<file path="src/rtl/nibble_serial_adder_controller.sv">
// Sequences a WIDTH-bit add/subtract through an external 4-bit full adder, one nibble at a time.
// Each nibble is held on the adder for SETTLE_CYCLES cycles, then its sum and carry are captured.
module nibble_serial_adder_controller #(
   parameter int WIDTH         = 32,
   parameter int SETTLE_CYCLES = 2
) (
   input  logic             clk,
   input  logic             reset_n,
   input  logic             start,
   input  logic             op_sub,
   input  logic [WIDTH-1:0] operand_a,
   input  logic [WIDTH-1:0] operand_b,
   output logic [3:0]       adder_a,
   output logic [3:0]       adder_b,
   output logic             adder_c0,
   input  logic [3:0]       adder_s,
   input  logic             adder_c4,
   output logic             busy,
   output logic             done,
   output logic [WIDTH-1:0] result,
   output logic             carry_out,
   output logic             zero,
   output logic             negative
);

   localparam int NIBBLES = WIDTH / 4;
   localparam int IDX_W   = (NIBBLES > 1) ? $clog2(NIBBLES) : 1;
   localparam int CNT_W   = (SETTLE_CYCLES > 1) ? $clog2(SETTLE_CYCLES) : 1;
   localparam logic [IDX_W-1:0] LAST_IDX = IDX_W'(NIBBLES - 1);
   localparam logic [CNT_W-1:0] CNT_LOAD = CNT_W'(SETTLE_CYCLES - 1);

   typedef enum logic [1:0] {S_IDLE, S_SETTLE, S_CAPTURE, S_DONE} state_t;

   state_t           state_q;
   logic [WIDTH-1:0] a_q, b_q;
   logic [WIDTH-1:0] result_q, result_d;
   logic [IDX_W-1:0] idx_q;
   logic [CNT_W-1:0] cnt_q;
   logic             sub_q, carry_q;
   logic             busy_q, done_q, cout_q, zero_q, neg_q;
   logic             drive;
   logic [3:0]       nib_a, nib_b;

   // Adder inputs are driven only while a nibble is in flight; zero otherwise.
   always_comb begin
      drive    = (state_q == S_SETTLE) || (state_q == S_CAPTURE);
      nib_a    = a_q[{idx_q, 2'b00} +: 4];
      nib_b    = b_q[{idx_q, 2'b00} +: 4] ^ {4{sub_q}};
      adder_a  = drive ? nib_a : 4'h0;
      adder_b  = drive ? nib_b : 4'h0;
      adder_c0 = drive & carry_q;
      result_d = result_q;
      result_d[{idx_q, 2'b00} +: 4] = adder_s;
   end

   always_ff @(posedge clk) begin
      if (state_q == S_IDLE && start) begin
         a_q <= operand_a;
         b_q <= operand_b;
      end
   end

   always_ff @(posedge clk or negedge reset_n) begin
      if (!reset_n) begin
         state_q  <= S_IDLE;
         idx_q    <= '0;
         cnt_q    <= '0;
         sub_q    <= 1'b0;
         carry_q  <= 1'b0;
         busy_q   <= 1'b0;
         done_q   <= 1'b0;
         result_q <= '0;
         cout_q   <= 1'b0;
         zero_q   <= 1'b0;
         neg_q    <= 1'b0;
      end else begin
         case (state_q)
            S_IDLE: begin
               done_q <= 1'b0;
               if (start) begin
                  sub_q    <= op_sub;
                  carry_q  <= op_sub;
                  idx_q    <= '0;
                  cnt_q    <= CNT_LOAD;
                  busy_q   <= 1'b1;
                  result_q <= '0;
                  cout_q   <= 1'b0;
                  zero_q   <= 1'b0;
                  neg_q    <= 1'b0;
                  state_q  <= S_SETTLE;
               end
            end
            S_SETTLE: begin
               if (cnt_q == '0) state_q <= S_CAPTURE;
               else             cnt_q   <= cnt_q - CNT_W'(1);
            end
            S_CAPTURE: begin
               result_q <= result_d;
               carry_q  <= adder_c4;
               if (idx_q == LAST_IDX) begin
                  busy_q  <= 1'b0;
                  done_q  <= 1'b1;
                  cout_q  <= adder_c4;
                  zero_q  <= (result_d == '0);
                  neg_q   <= result_d[WIDTH-1];
                  state_q <= S_DONE;
               end else begin
                  idx_q   <= idx_q + IDX_W'(1);
                  cnt_q   <= CNT_LOAD;
                  state_q <= S_SETTLE;
               end
            end
            S_DONE: begin
               done_q  <= 1'b0;
               state_q <= S_IDLE;
            end
            default: state_q <= S_IDLE;
         endcase
      end
   end

   assign busy      = busy_q;
   assign done      = done_q;
   assign result    = result_q;
   assign carry_out = cout_q;
   assign zero      = zero_q;
   assign negative  = neg_q;

endmodule

</file>
<file path="config.mk">
export PLATFORM = sky130hd
export DESIGN_NAME = nibble_serial_adder_controller
export DESIGN_NICKNAME = d
export VERILOG_FILES = /design/src/rtl/nibble_serial_adder_controller.sv
export SDC_FILE = /design/constraint.sdc
export NUM_CORES = 1
export LEC_CHECK = 0
export CAP_MARGIN = 30
export CORE_MARGIN = 2
export CORE_UTILIZATION = 54
export DETAILED_ROUTE_END_ITERATION = 12
export GPL_ROUTABILITY_DRIVEN = 0
export PLACE_DENSITY = 0.83
export REMOVE_ABC_BUFFERS = 1
export SLEW_MARGIN = 20
export SYNTH_ARGS = -nofsm -noshare
export SYNTH_HDL_FRONTEND = slang
export SYNTH_SLANG_ARGS = --single-unit
</file>
<file path="constraint.sdc">
create_clock -name clk -period 7.6 [get_ports clk]
set_clock_uncertainty 0.15 [all_clocks]
set_input_delay 0.76 -clock clk [delete_from_list [all_inputs] [get_ports clk]]
set_output_delay 0.76 -clock clk [all_outputs]
set_load 0.02 [all_outputs]
</file>
After elaboration in Yosys (flattened, before gate mapping)

Index checks and enable logic that the tools add are counted.

Word-level logic and storage cells: 74
Register bits: 109
Output and inout bits: 46
Bits of input ports: 73

Shift operators: 4
Add/sub/neg operators: 3
Multiplexer cells: 29
Bitwise logic cells: 2
Eq/ne operators: 8
Reductions and logical operators: 15

Operators by type and width:

| operator                                                               | number |
|---|---|
| 32-bit case mux with 2 select lines                                    | 1 |
| 32-bit by 6-bit variable part select with 4-bit output                 | 2 |
| 32-bit bitwise mux                                                     | 1 |
| 32-bit zero test                                                       | 1 |
| 32-bit two-way mux                                                     | 1 |
| 4-bit by 7-bit variable shift with 32-bit output, first input constant | 1 |
| 4-bit by 7-bit variable part select with 32-bit output                 | 1 |
| 1-bit case mux with 2 select lines                                     | 6 |
| 1-bit two-way mux                                                      | 10 |
| 3-bit AND reduction                                                    | 3 |
| 4-bit two-way mux                                                      | 2 |
| 2-bit case mux with 4 select lines                                     | 1 |
| 2-bit AND reduction                                                    | 4 |
| 5-bit negation with 7-bit output                                       | 1 |
| 2-bit two-way mux                                                      | 3 |
| 3-bit two-way mux                                                      | 2 |
| 2-bit != test, second input constant                                   | 3 |
| 3-bit case mux with 2 select lines                                     | 1 |
| 2-bit equality test, second input constant                             | 2 |
| 2-bit nonzero test                                                     | 2 |
| 4-bit bitwise XOR                                                      | 1 |
| 3-bit by 1-bit adder with 3-bit output, second input constant          | 1 |
| 3-bit equality test, second input constant                             | 1 |
| 1-bit case mux with 3 select lines                                     | 1 |
| other kinds (9)                                                        | 9 |

Depth between registers and ports, before layout

Gate-level depths: netlist (run 1).

Word-level depth: 6
Gate-level depth with buffers: 13
Mapped depth without buffers: 8

Worst setup path after synthesis (run 1)

Ideal clock, no wire load.

Path type: register to register
From: reg idx_q[0]
To: reg zero_q, in the netlist zero
Required time: 7347 ps
Buffers on the path: 4
Cell stages (with the launch flop): 13
Period minus slack after synthesis: 3385 ps
Path slack: 4215 ps
Data arrival time: 3131 ps
Setup time: 103 ps
Cells stage by stage: dfrtp_1 -> buf_2 -> buf_2 -> buf_2 -> inv_1 -> ha_1 -> ha_1 -> clkbuf_1 -> o311a_1 -> or4_1 -> a221oi_1 -> nand4_1 -> o41ai_2

Longest elaborated chain between the ends: 6
Elaborated cells between the ends (all ways): 10
Classes of those cells: 1 x add/sub; 2 x eq/ne; 2 x shift; 3 x mux; 2 x reduce/logical

Ends and longest elaborated chain:

| what                                                                                                                       | line | RTL |
|---|---|---|
| start, declared                                                                                                            | 37   | `logic [IDX_W-1:0] idx_q;` |
| start signal, assigned                                                                                                     | 108  | `idx_q <= idx_q + IDX_W'(1);` |
| 5-bit negation with 7-bit output                                                                                           | 53   | `result_d[{idx_q, 2'b00} +: 4] = adder_s;` |
| 4-bit by 7-bit variable part select with 32-bit output or 4-bit by 7-bit variable shift with 32-bit output (tied branches) | 53   |  |
| 32-bit bitwise mux                                                                                                         | 53   |  |
| 32-bit zero test                                                                                                           | 104  | `zero_q <= (result_d == '0);` |
| 1-bit two-way mux                                                                                                          | 100  | `if (idx_q == LAST_IDX) begin` |
| 1-bit case mux with 2 select lines                                                                                         | 77   | `case (state_q)` |
| end signal, assigned                                                                                                       | 104  |  |
| end, declared                                                                                                              | 40   | `logic busy_q, done_q, cout_q, zero_q, neg_q;` |

Parallel ways exist; a longest one is shown, timed or not. The select of a mux whose other input is x is not followed.
A chain may end at the register's enable or synchronous reset.

Worst setup path after layout (run 1)

Ends and elaborated chain as after synthesis.

==> qor.yml, run 1 <==
worst_slew_pin_slew_ns: 0.955
switching_share: 0.386
cts_setup_buffers: 0
cts.root.buffer_cell: "clkbuf_8"
cts_hold_buf: 0
power.leakage_uw: 0.00246
mostFrequentLayoutCells: "clkdlybuf4s50_1 (117), edfxtp_1 (64), dfrtp_1 (45)"
final_common_cell: "clkdlybuf4s50_1"
rows: 35
finalWirelength_mm: 11.7
core_area_um2: 9110
cts.path.max_buffers: 2
port_buffers: 118
drtIter0Drc: 268
critical-path-slowest-cell: "dfrtp_1"
p_int_uw: 1290
pwr-share-comb: 0.436
grt-ovfl-total: 0
first_pass_iters: 6
layout-drive-gt1-share: 0.0909
clk_pin_slew_ns: 0.11
grt_antenna_before_repair: 0
dp.cells: 578
cp_cell_sequence: "buf_4 > inv_1 > ha_1 > ha_1 > o311a_1 > o21ai_0 > a221oi_1 > nand4_1 > o41ai_2"
seq_area_frac_synth: 0.611
finalCritPeriodShare: 0.504
h-tree-depth: 3
ys.flop_type: "edfxtp_1"
grt_pass1_wl_mm: 18.8
path_max_fanout: 21
finalMaxSlewViolations: 0
yosys_warnings: 0
die_y_um: 100
vias: 3728
cp.arrival_ns: 3.95
hold_violations: 0
pin_count: 119
synth_area_leader_cell: "edfxtp_1"
grt_max_degree: 67
nets: 564
cp_common_cell: "ha_1"
vias_per_cell: 6.27
status: "completed"
tns_ns: 0
rsz0062_at_grt: "no"
cts.sinks: 109
synth_top_area_share: 0.385
p_clk_frac: 0.176
die_w_um: 100
p_seq_frac: 0.388
p_per_area_nw_per_um2: 326
drc: 0
cts_buffers: 9
dieArea_um2: 10000
grt_pass1_vias: 3666
critPathLaunchType: "flop"
hold_class: "input port to asynchronous set/reset pin"
nFillCells: 631
p_sw_uw: 812
holdWs_ns: 0.220
ys_top_cells_by_area: "edfxtp_1 (39%), dfrtp_1 (23%), mux4_2 (7.2%)"
diodes: 0
postSynthCellCount: 369
layoutNonFillerInstCount: 595
path_delay_family: "compound AO/OA/AOI/OAI gates"
cp.buffers_inverters: 2
max_slew_margin: 0.361
synth_area_per_cell_um2: 13.5
critPathMaxStageDelay_ns: 0.78
area_delta_synth_final_pct: 29.3
peakVddDrop_v: 0.000253
crit_required_ns: 7.72
synth_area_um2: 4990
setup_violations: 0
max_cap_viol_count: 0
dpl.hpwl_mm: 8.13
crit_path_end_kind: "flop"
synth_edf_count: 64
grt.total_usage: 0.243
power.total_uw: 2100
cts_tree: "done"
clk_latency_ns: 0.36
ys_types: 50
cts_resized: 0
detail_route.wl_per_cell_um: 19.6
crit_type: "flop to flop"
initial_core_util: 0.548
timing.fmax_mhz: 261
async_reset_ff_frac: 0.413
antenna_left: 0
final_util: 0.708
post-route-min-period_ns: 3.83
ys_ff_latch: 109
## cell usage after synthesis (all sizes together) (5+ instances only)
| library cell | instances |
|---|---|
| a21boi | 5 |
| a21oi | 11 |
| a22o | 30 |
| and2 | 7 |
| buf | 6 |
| clkbuf | 16 |
| dfrtp | 45 |
| edfxtp | 64 |
| ha | 12 |
| inv | 9 |
| mux2i | 7 |
| mux4 | 16 |
| nand2 | 24 |
| nand3 | 6 |
| nor2 | 17 |
| nor3 | 10 |
| o21ai | 19 |
| o22ai | 6 |
## layout make-up
| cell class | instances | area, um^2 | area share |
|---|---|---|---|
| clock buffer | 10 | 128 | 0.0198 |
| sequential | 109 | 3050 | 0.472 |
| multi-input combinational | 229 | 1820 | 0.281 |
| inverter | 9 | 33.8 | 0.00524 |
| timing repair buffer | 121 | 1210 | 0.187 |
| clock inverter | 6 | 78.8 | 0.0122 |
| tap | 111 | 139 | 0.0215 |
## metal layers
| layer | part of all wire | vias up | wire length (um) | GRT usage |
|---|---|---|---|---|
| li1 | - | 1656 | - | - |
| met1 | 0.40 | 1841 | 4700 | 0.325 |
| met2 | 0.50 | 205 | 5830 | 0.393 |
| met3 | 0.080 | 26 | 939 | 0.0599 |
| met4 | 0.018 | 0 | 210 | 0.0801 |
| met5 | 0 | - | 0 | 0 |
## logic make-up (layout without fill, tap and decap cells)
logic type | after synthesis | in the layout | synth area share
AND/OR/NAND/NOR | 97 | 97 | 0.101
adder cells (fa/ha/maj) | 12 | 12 | 0.0301
flip-flops | 109 | 109 | 0.611
AO/OA/AOI/OAI | 90 | 90 | 0.133
multiplexers | 26 | 26 | 0.0930
buffers and inverters | 31 | 146 | 0.0258
XOR/XNOR | 4 | 4 | 0.00702
## stage by stage
| step | worst slack [ns] | instance area (um^2) |
|---|---|---|
| 2_1_floorplan | 4.11 | 4900 |
| 3_3_place_gp | 3.95 | 6230 |
| 3_5_place_dp | 3.86 | 6230 |
| 4_1_cts | 3.67 | 6430 |
| 5_1_grt | 3.50 | 6450 |
| 6_report | 3.77 | 6450 |
## final timing paths
| kind | end | from | slack, ns | cells after the start |
|---|---|---|---|---|
| worst max-delay path | zero$_DFFE_PN0P_ | idx_q[0]$_DFFE_PN0P_ | 3.77 | 9 |
| worst min-delay path | result[21]$_DFFE_PN0P_ | reset_n | 0.22 | 1 |
| worst max register to register | zero$_DFFE_PN0P_ | idx_q[0]$_DFFE_PN0P_ | 3.77 | 9 |
| worst min register to register | carry_q$_DFFE_PN0P_ | carry_q$_DFFE_PN0P_ | 0.35 | 2 |
| max in group asynchronous | done$_DFFE_PN0P_ | reset_n | 6.68 | 1 |
| min in group clk | carry_q$_DFFE_PN0P_ | carry_q$_DFFE_PN0P_ | 0.35 | 2 |
## state kept, by name (all words and copies together), names as in the netlist
name,cells
b_q,32
carry_out,1
negative,1
carry_q,1
done,1
zero,1
a_q,32
idx_q,3
cnt_q,1
state_q,2
busy,1
sub_q,1
result,32
## power by group through the flow
stage / clock, uW / combinational, uW / sequential, uW
after detailed placement: 0 / 896 / 836
after CTS: 373 / 904 / 823
after floorplan: 0 / 559 / 838
after global placement: 0 / 870 / 826
final: 370 / 918 / 816
after global routing: 396 / 997 / 828
(Power assumes the default switching activity.)
==> run 2: changes to the inputs <==
Settings changed: CORE_UTILIZATION 54 to 50, PLACE_DENSITY 0.83 to 0.77.
Clock period 7.6 ns to 3.9 ns, I/O delays scaled along.
==> run 2 against run 1 <==
Combinational power grew 100%. Setup slack lost 3.2 ns. Utilization shrank 3.8 points. Total power grew 90%.
==> qor.yml, run 2 (synthesis results as in run 1) <==
nFillCells: 728
port_buffers: 118
initial_core_util: 0.513
max_slew_margin: 0.472
path_max_fanout: 31
die_y_um: 104
die_w_um: 104
grt_pass1_wl_mm: 18.6
cp_cell_sequence: "buf_4 > mux4_2 > mux2i_1 > xnor2_1 > and2_1 > clkdlybuf4s50_1"
h-tree-depth: 3
setup_violations: 0
crit_required_ns: 3.36
first_pass_iters: 4
cts_buffers: 9
multiInputGateArea_um2: 1820
drc: 0
finalWirelength_mm: 11.3
timing.fmax_mhz: 298
final_common_cell: "clkdlybuf4s50_1"
layout-drive-gt1-share: 0.102
critPathLaunchType: "flop"
p_int_uw: 2470
cts_hold_buf: 0
p_clk_frac: 0.152
antenna_left: 0
detail_route.wl_per_cell_um: 18.1
path_depth: 6
cts_setup_buffers: 0
tns_ns: 0
post-route-min-period_ns: 3.35
cts_resized: 0
clk_latency_ns: 0.38
critical-path-slowest-cell: "clkdlybuf4s50_1"
peakVddDrop_v: 0.000381
status: "completed"
grt_pass1_vias: 3721
drtIter0Drc: 213
nets: 572
p_seq_frac: 0.385
core_area_um2: 9730
dieArea_um2: 10800
mostFrequentLayoutCells: "clkdlybuf4s50_1 (117), edfxtp_1 (64), dfrtp_1 (45)"
path_delay_family: "buffers and inverters"
rsz0062_at_grt: "no"
diodes: 0
timing.rr.end: "zero$_DFFE_PN0P_"
p_per_area_nw_per_um2: 614
crit_type: "flop to output port"
crit_path_end_kind: "output port"
area_delta_synth_final_pct: 30.6
cts.sinks: 109
hold_class: "input port to asynchronous set/reset pin"
clk_pin_slew_ns: 0.10
critPathMaxStageDelay_ns: 0.60
power.total_uw: 4000
grt-ovfl-total: 0
cts.path.max_buffers: 2
grt_max_degree: 46
r2r-start: "idx_q[2]$_DFFE_PN0P_"
cts.root.buffer_cell: "clkbuf_8"
vias: 3570
seqCellArea_um2: 3050
pin_count: 119
pwr-share-comb: 0.463
grt_antenna_before_repair: 0
final_util: 0.670
r2r_cells: 8
p_sw_uw: 1530
reg2reg_slack_ns: 0.87
vias_per_cell: 5.71
power.leakage_uw: 0.00247
grt.total_usage: 0.219
cp.buffers_inverters: 2
holdWs_ns: 0.265
cts_tree: "done"
finalCritPeriodShare: 0.860
max_cap_viol_count: 0
dpl.hpwl_mm: 8.09
cp.arrival_ns: 2.81
finalMaxSlewViolations: 0
hold_violations: 0
rows: 36
switching_share: 0.382
worst_slew_pin_slew_ns: 0.786
run 2: cell types whose count changed in the layout (fill, tap and decap cells not counted), moves of 2 or more:
cell	delta
buf_4	+5
clkinvlp_4	+3
buf_12	+2
inv_8	-2
run 2: worst max path at each step:
stage                               from                to  slack [ns]
floorplan           idx_q[0]$_DFFE_PN0P_  zero$_DFFE_PN0P_        0.41
global placement    idx_q[0]$_DFFE_PN0P_        adder_b[2]         1.0
detailed placement  idx_q[2]$_DFFE_PN0P_  zero$_DFFE_PN0P_        0.93
CTS                 idx_q[0]$_DFFE_PN0P_        adder_b[3]        0.50
global route        idx_q[0]$_DFFE_PN0P_        adder_b[3]        0.30
finish              idx_q[0]$_DFFE_PN0P_        adder_b[3]        0.55
run 2: metal layers:
| layer | part of all wire | vias up | routed length [um] | global-route usage |
|---|---|---|---|---|
| met4 | 0.019 | 0 | 211 | 0.0936 |
| met5 | 0 | - | 0 | 0 |
| met2 | 0.49 | 153 | 5580 | 0.370 |
| met3 | 0.075 | 17 | 854 | 0.0551 |
| met1 | 0.41 | 1739 | 4670 | 0.270 |
| li1 | - | 1661 | - | - |
run 2: area by class of cell:
class                      instances  share of cell area
sequential                       109               0.468
timing repair buffer             129               0.197
multi-input combinational        229               0.279
inverter                           9             0.00518
clock buffer                      10              0.0196
clock inverter                     6             0.00614
tap                              133              0.0255
run 2: power by group through the flow:
stage               Clock [uW]  Sequential [uW]  Combinational [uW]
floorplan                    0             1630                1090
global placement             0             1550                1810
detailed placement           0             1570                1850
CTS                        624             1540                1860
global route               660             1560                2030
finish                     608             1540                1850
run 2: stage by stage:
step / setup slack [ns] / area [um^2] / cells
after floorplan: 0.406 / 4900 / 347
after global placement: 0.997 / 6320 / 607
after detailed placement: 0.933 / 6320 / 607
after CTS: 0.504 / 6490 / 623
after global routing: 0.295 / 6520 / 625
final: 0.547 / 6520 / 625
==> run 3: changes to the inputs <==
Settings changed: CORE_UTILIZATION 50 to 54, PLACE_DENSITY 0.77 to 0.83.
Clock period 3.9 ns to 4.32 ns, I/O delays scaled along.
==> run 3 against run 2 <==
Largest cell class unchanged. Total power down 9.0%. Die area fell by 7.1%. Critical path type unchanged. Setup slack improved by 0.28 ns. Sequential share of layout area increased by 0.62 points. Design area shrank 1.3%. Hold slack better by 0.080 ns. Register-to-register slack got worse by 0.04 ns. Clock-buffer cell count is 1 lower. Highest routed layer unchanged. Combinational power shrank 12%. Via count grew 2.7%. First-iteration DRC count is 27% higher. Clock power is 0.8% lower.
==> qor.yml, run 3 (synthesis results as in run 1) <==
drc: 0
crit_path_end_kind: "output port"
area_delta_synth_final_pct: 28.9
finalMaxSlewViolations: 0
p_int_uw: 2210
finalWirelength_mm: 11.4
port_buffers: 118
grt_max_degree: 46
dieArea_um2: 10000
power.total_uw: 3640
die_y_um: 100
cts.sinks: 109
max_cap_viol_count: 0
grt-ovfl-total: 0
p_sw_uw: 1430
critPathLaunchType: "flop"
p_per_area_nw_per_um2: 566
layout-drive-gt1-share: 0.0907
crit_required_ns: 3.74
cts.path.max_buffers: 2
rsz0062_at_grt: "no"
dpl.hpwl_mm: 7.93
grt_antenna_before_repair: 0
critPathMaxStageDelay_ns: 0.79
antenna_left: 0
grt.total_usage: 0.239
cts_resized: 0
layout_setup_ws_ns: 0.826
peakVddDrop_v: 0.000353
h-tree-depth: 3
hold_violations: 0
pwr-share-comb: 0.446
cp_cell_sequence: "mux4_2 > mux2i_1 > xnor2_1 > and2_1 > clkdlybuf4s50_1"
cp.arrival_ns: 2.91
clk_latency_ns: 0.38
nFillCells: 621
tns_ns: 0
pin_count: 119
vias_per_cell: 6.15
cts_setup_buffers: 0
nets: 565
setup_violations: 0
final_common_cell: "clkdlybuf4s50_1"
p_clk_frac: 0.166
crit_type: "flop to output port"
r2r_cells: 8
power.leakage_uw: 0.00245
vias: 3665
rows: 35
cts.root.buffer_cell: "clkbuf_8"
timing.fmax_mhz: 286
status: "completed"
cts_buffers: 9
pre_cts_slack_ns: 0.880
first_pass_iters: 5
detail_route.wl_per_cell_um: 19.2
finalCritPeriodShare: 0.809
die_w_um: 100
cts_hold_buf: 0
grt_pass1_vias: 3751
drtIter0Drc: 270
post-route-min-period_ns: 3.49
path_max_fanout: 13
worst_slew_pin_slew_ns: 0.842
holdWs_ns: 0.345
initial_core_util: 0.548
p_seq_frac: 0.388
cts_tree: "done"
diodes: 0
whs_path_depth: 2
mostFrequentLayoutCells: "clkdlybuf4s50_1 (117), edfxtp_1 (64), dfrtp_1 (45)"
critical-path-slowest-cell: "dfrtp_1"
max_slew_margin: 0.437
grt_pass1_wl_mm: 18.6
switching_share: 0.393
reg2reg_slack_ns: 0.83
clk_pin_slew_ns: 0.11
hold_class: "flop to flop"
core_area_um2: 9110
run 3: changes by cell type in the layout (fill, tap and decap cells not counted), sizes merged:
cell	change
buf	-7
inv	+5
clkinvlp	-3
clkbuf	-1
clkinv	-1
run 3: area by class of cell:
cell class / count / area, um^2 / area share
inverter: 9 / 33.8 / 0.00525
multi-input combinational: 229 / 1820 / 0.282
clock buffer: 9 / 124 / 0.0193
tap: 111 / 139 / 0.0216
sequential: 109 / 3050 / 0.474
clock inverter: 7 / 61.3 / 0.00953
timing repair buffer: 122 / 1210 / 0.188
run 3: through the flow:
stage / util / instance area, um^2 / instances
floorplan: - / 4900 / 347
global placement: 0.684 / 6230 / 579
detailed placement: 0.684 / 6230 / 579
CTS: 0.705 / 6420 / 595
global route: 0.706 / 6430 / 596
finish: 0.706 / 6430 / 596
run 3: worst paths after layout:
check                                     start                     end
setup / recovery           idx_q[0]$_DFFE_PN0P_              adder_b[0]
hold / removal              carry_q$_DFFE_PN0P_     carry_q$_DFFE_PN0P_
setup reg to reg           idx_q[0]$_DFFE_PN0P_        zero$_DFFE_PN0P_
hold reg to reg             carry_q$_DFFE_PN0P_     carry_q$_DFFE_PN0P_
max in group asynchronous               reset_n  state_q[0]$_DFFE_PN0P_
min in group asynchronous               reset_n  result[25]$_DFFE_PN0P_
run 3: power by group through the flow:
stage	clock network, uW	registers (uW)	logic, uW
finish	603	1410	1630
global route	655	1440	1760
CTS	610	1420	1620
detailed placement	0	1440	1600
global placement	0	1430	1560
floorplan	0	1470	984
run 3: layer usage:
layer / vias up / GRT usage / wire (um)
li1: 1655 / - / -
met1: 1779 / 0.311 / 4610
met2: 192 / 0.391 / 5500
met3: 39 / 0.0571 / 984
met4: 0 / 0.0969 / 323
met5: - / 0 / 0
run 3: worst max-delay path, delay by kind of cell, from the launching register on:
family,cells,cell delay [ns]
buffers and inverters,1,0.61
and+or+nand+nor,1,0.18
xor gates and xnor gates,1,0.16
muxes,2,0.80
DFF,1,0.79
==> RTL edit: new RTL, config.mk and constraints of run 1 <==
Add an input register stage for `start`, `op_sub`, `operand_a`, `operand_b`, `adder_s` and `adder_c4`, without a reset; this delays them by one clock.
--- a/src/rtl/nibble_serial_adder_controller.sv
+++ b/src/rtl/nibble_serial_adder_controller.sv
@@ -32,4 +32,20 @@
    typedef enum logic [1:0] {S_IDLE, S_SETTLE, S_CAPTURE, S_DONE} state_t;
 
+   logic start_q;
+   logic op_sub_q;
+   logic [WIDTH-1:0] operand_a_q;
+   logic [WIDTH-1:0] operand_b_q;
+   logic [3:0] adder_s_q;
+   logic adder_c4_q;
+
+   always_ff @(posedge clk) begin
+      start_q     <= start;
+      op_sub_q    <= op_sub;
+      operand_a_q <= operand_a;
+      operand_b_q <= operand_b;
+      adder_s_q   <= adder_s;
+      adder_c4_q  <= adder_c4;
+   end
+
    state_t           state_q;
    logic [WIDTH-1:0] a_q, b_q;
@@ -51,11 +67,11 @@
       adder_c0 = drive & carry_q;
       result_d = result_q;
-      result_d[{idx_q, 2'b00} +: 4] = adder_s;
+      result_d[{idx_q, 2'b00} +: 4] = adder_s_q;
    end
 
    always_ff @(posedge clk) begin
-      if (state_q == S_IDLE && start) begin
-         a_q <= operand_a;
-         b_q <= operand_b;
+      if (state_q == S_IDLE && start_q) begin
+         a_q <= operand_a_q;
+         b_q <= operand_b_q;
       end
    end
@@ -78,7 +94,7 @@
             S_IDLE: begin
                done_q <= 1'b0;
-               if (start) begin
-                  sub_q    <= op_sub;
-                  carry_q  <= op_sub;
+               if (start_q) begin
+                  sub_q    <= op_sub_q;
+                  carry_q  <= op_sub_q;
                   idx_q    <= '0;
                   cnt_q    <= CNT_LOAD;
@@ -97,9 +113,9 @@
             S_CAPTURE: begin
                result_q <= result_d;
-               carry_q  <= adder_c4;
+               carry_q  <= adder_c4_q;
                if (idx_q == LAST_IDX) begin
                   busy_q  <= 1'b0;
                   done_q  <= 1'b1;
-                  cout_q  <= adder_c4;
+                  cout_q  <= adder_c4_q;
                   zero_q  <= (result_d == '0);
                   neg_q   <= result_d[WIDTH-1];
Check against the original RTL: not equivalent (Yosys sat finds a counterexample within 4 cycles, from zero or initial values and one cycle with reset_n low).
==> RTL edit against run 1 <==
  * The run now ends with DRC left
  * Via count grew 8.5%
  * Total power grew 39%
  * Final area grew 29%
  * Synthesized area grew 29%
  * Sequential share of layout area grew 6.5 points
  * Setup slack lost 0.12 ns
  * Die area grew 28%
  * Sequential cell count grew 71
  * Global-route usage shrank 2.7 points
  * Utilization grew 1.4 points
  * Wire length grew 14%
  * Critical endpoint is now adder_b[2]
  * Highest routed layer unchanged
==> RTL edit: results (changes against run 1) <==
- Worst EP arrival: 3.04 ns (-0.91 ns)
- CTS root buf: clkbuf_16
- Crit Path Category: flop to output port
- First-pass GRT wire length: 20800 µm (+10%)
- Vias in the first global route: 4076 (+11%)
- Final HPWL DP: 8980 µm (+10%)
- Fin nets: 639 (+13%)
- Worst-path clk slew: 0.07 ns (-0.04 ns)
- GR Util met1: 25.9% (-6.6 points)
- Netlist cell types: 52 (+4.0%)
- DR vias: 4044 (+8.5%)
- Failing checks: DRC
- Max FO, Critical Path: 25 (+19%)
- Ys async rst share: 25.0% (-16 points)
- Seq/Total Area, Yosys: 69.6% (+8.5 points)
- Skew-Pair Late Insertion Delay: 0.43 ns (+0.07 ns)
- Top cells by area, synth: edfxtp_1, dfxtp_1, dfrtp_1
- Remaining DRCs: 7 (+7)
- Status: finished with violations
- Share of cells above drive strength 1: 11.3% (+2.2 points)
- Peak supply drop: 227 µV (-11%)
- H-tree Lvls: 4 (+1)
- GRT met3 Usage: 6.00% (+0.010 points)
- 1st-pass router iterations: 9 (+3)
- Fin Hold WS: 0.0777 ns (-0.142 ns)
- CTS buffer count: 17 (+8)
- Setup slack, reg-to-reg: 4.02 ns (+0.25 ns)
- Total track usage: 21.6% (-2.7 points)
- Worst slew pin tran: 0.913 ns (-0.0419 ns)
[RTL edit: power by group through the flow]
| stage | logic [mW] | clock network [mW] | registers [mW] |
|---|---|---|---|
| finish | 0.885 | 0.838 | 1.21 |
| global route | 0.957 | 0.886 | 1.22 |
| CTS | 0.867 | 0.847 | 1.22 |
| detailed placement | 0.861 | 0 | 1.23 |
| global placement | 0.834 | 0 | 1.23 |
| floorplan | 0.534 | 0 | 1.24 |
[RTL edit: worst max path at each step]
| stage | end | slack (ns) |
|---|---|---|
| after global routing | adder_b[2] | 3.50 |
| after floorplan | zero | 4.14 |
| after detailed placement | zero | 4.01 |
| final | adder_b[2] | 3.65 |
| after CTS | adder_b[2] | 3.60 |
| after global placement | adder_b[2] | 4.14 |
[RTL edit: worst max-delay path, cell delays in order (launching register included)]
cell             delay, ns
dfrtp_1               0.52
buf_4                 0.42
mux4_2                0.57
mux2i_1               0.19
xnor2_1               0.13
and2_1                0.16
clkdlybuf4s50_1       0.61
[RTL edit: cells by family (layout without fill, tap and decap cells)]
| group | count (synthesis) | in the layout | synth area share (%) |
|---|---|---|---|
| flip-flops | 180 | 180 | 69.6 |
| AND/OR/NAND/NOR | 94 | 94 | 7.91 |
| AO/OA/AOI/OAI | 84 | 84 | 9.70 |
| multiplexers | 31 | 31 | 8.02 |
| buffers and inverters | 25 | 162 | 1.93 |
| adder cells (fa/ha/maj) | 12 | 12 | 2.34 |
| XOR/XNOR | 4 | 4 | 0.545 |
[RTL edit: through the flow]
step | cell area (µm²) | util (%) | power (mW) | instances
final | 8320 | 72.3 | 2.93 | 710
after global routing | 8320 | 72.3 | 3.06 | 710
after CTS | 8270 | 71.8 | 2.93 | 708
after detailed placement | 7700 | 66.9 | 2.10 | 676
after global placement | 7700 | 66.9 | 2.06 | 676
after floorplan | 6330 | - | 1.77 | 413
[RTL edit: layout make-up]
class                   instances  area [µm²]
multi-input cells             225        1830
clock inverters                14         133
clock buffers                  18         439
repair buffers                122        1240
fillers                       732        3190
inverters                       8        30.0
flip-flops and latches        180        4470
well taps                     143         179
[RTL edit: per-layer routing]
metal	part of all wire [%]	wire length (µm)
met3	7.0	938
met1	40	5300
met2	51	6810
met4	2.4	320
met5	0	0
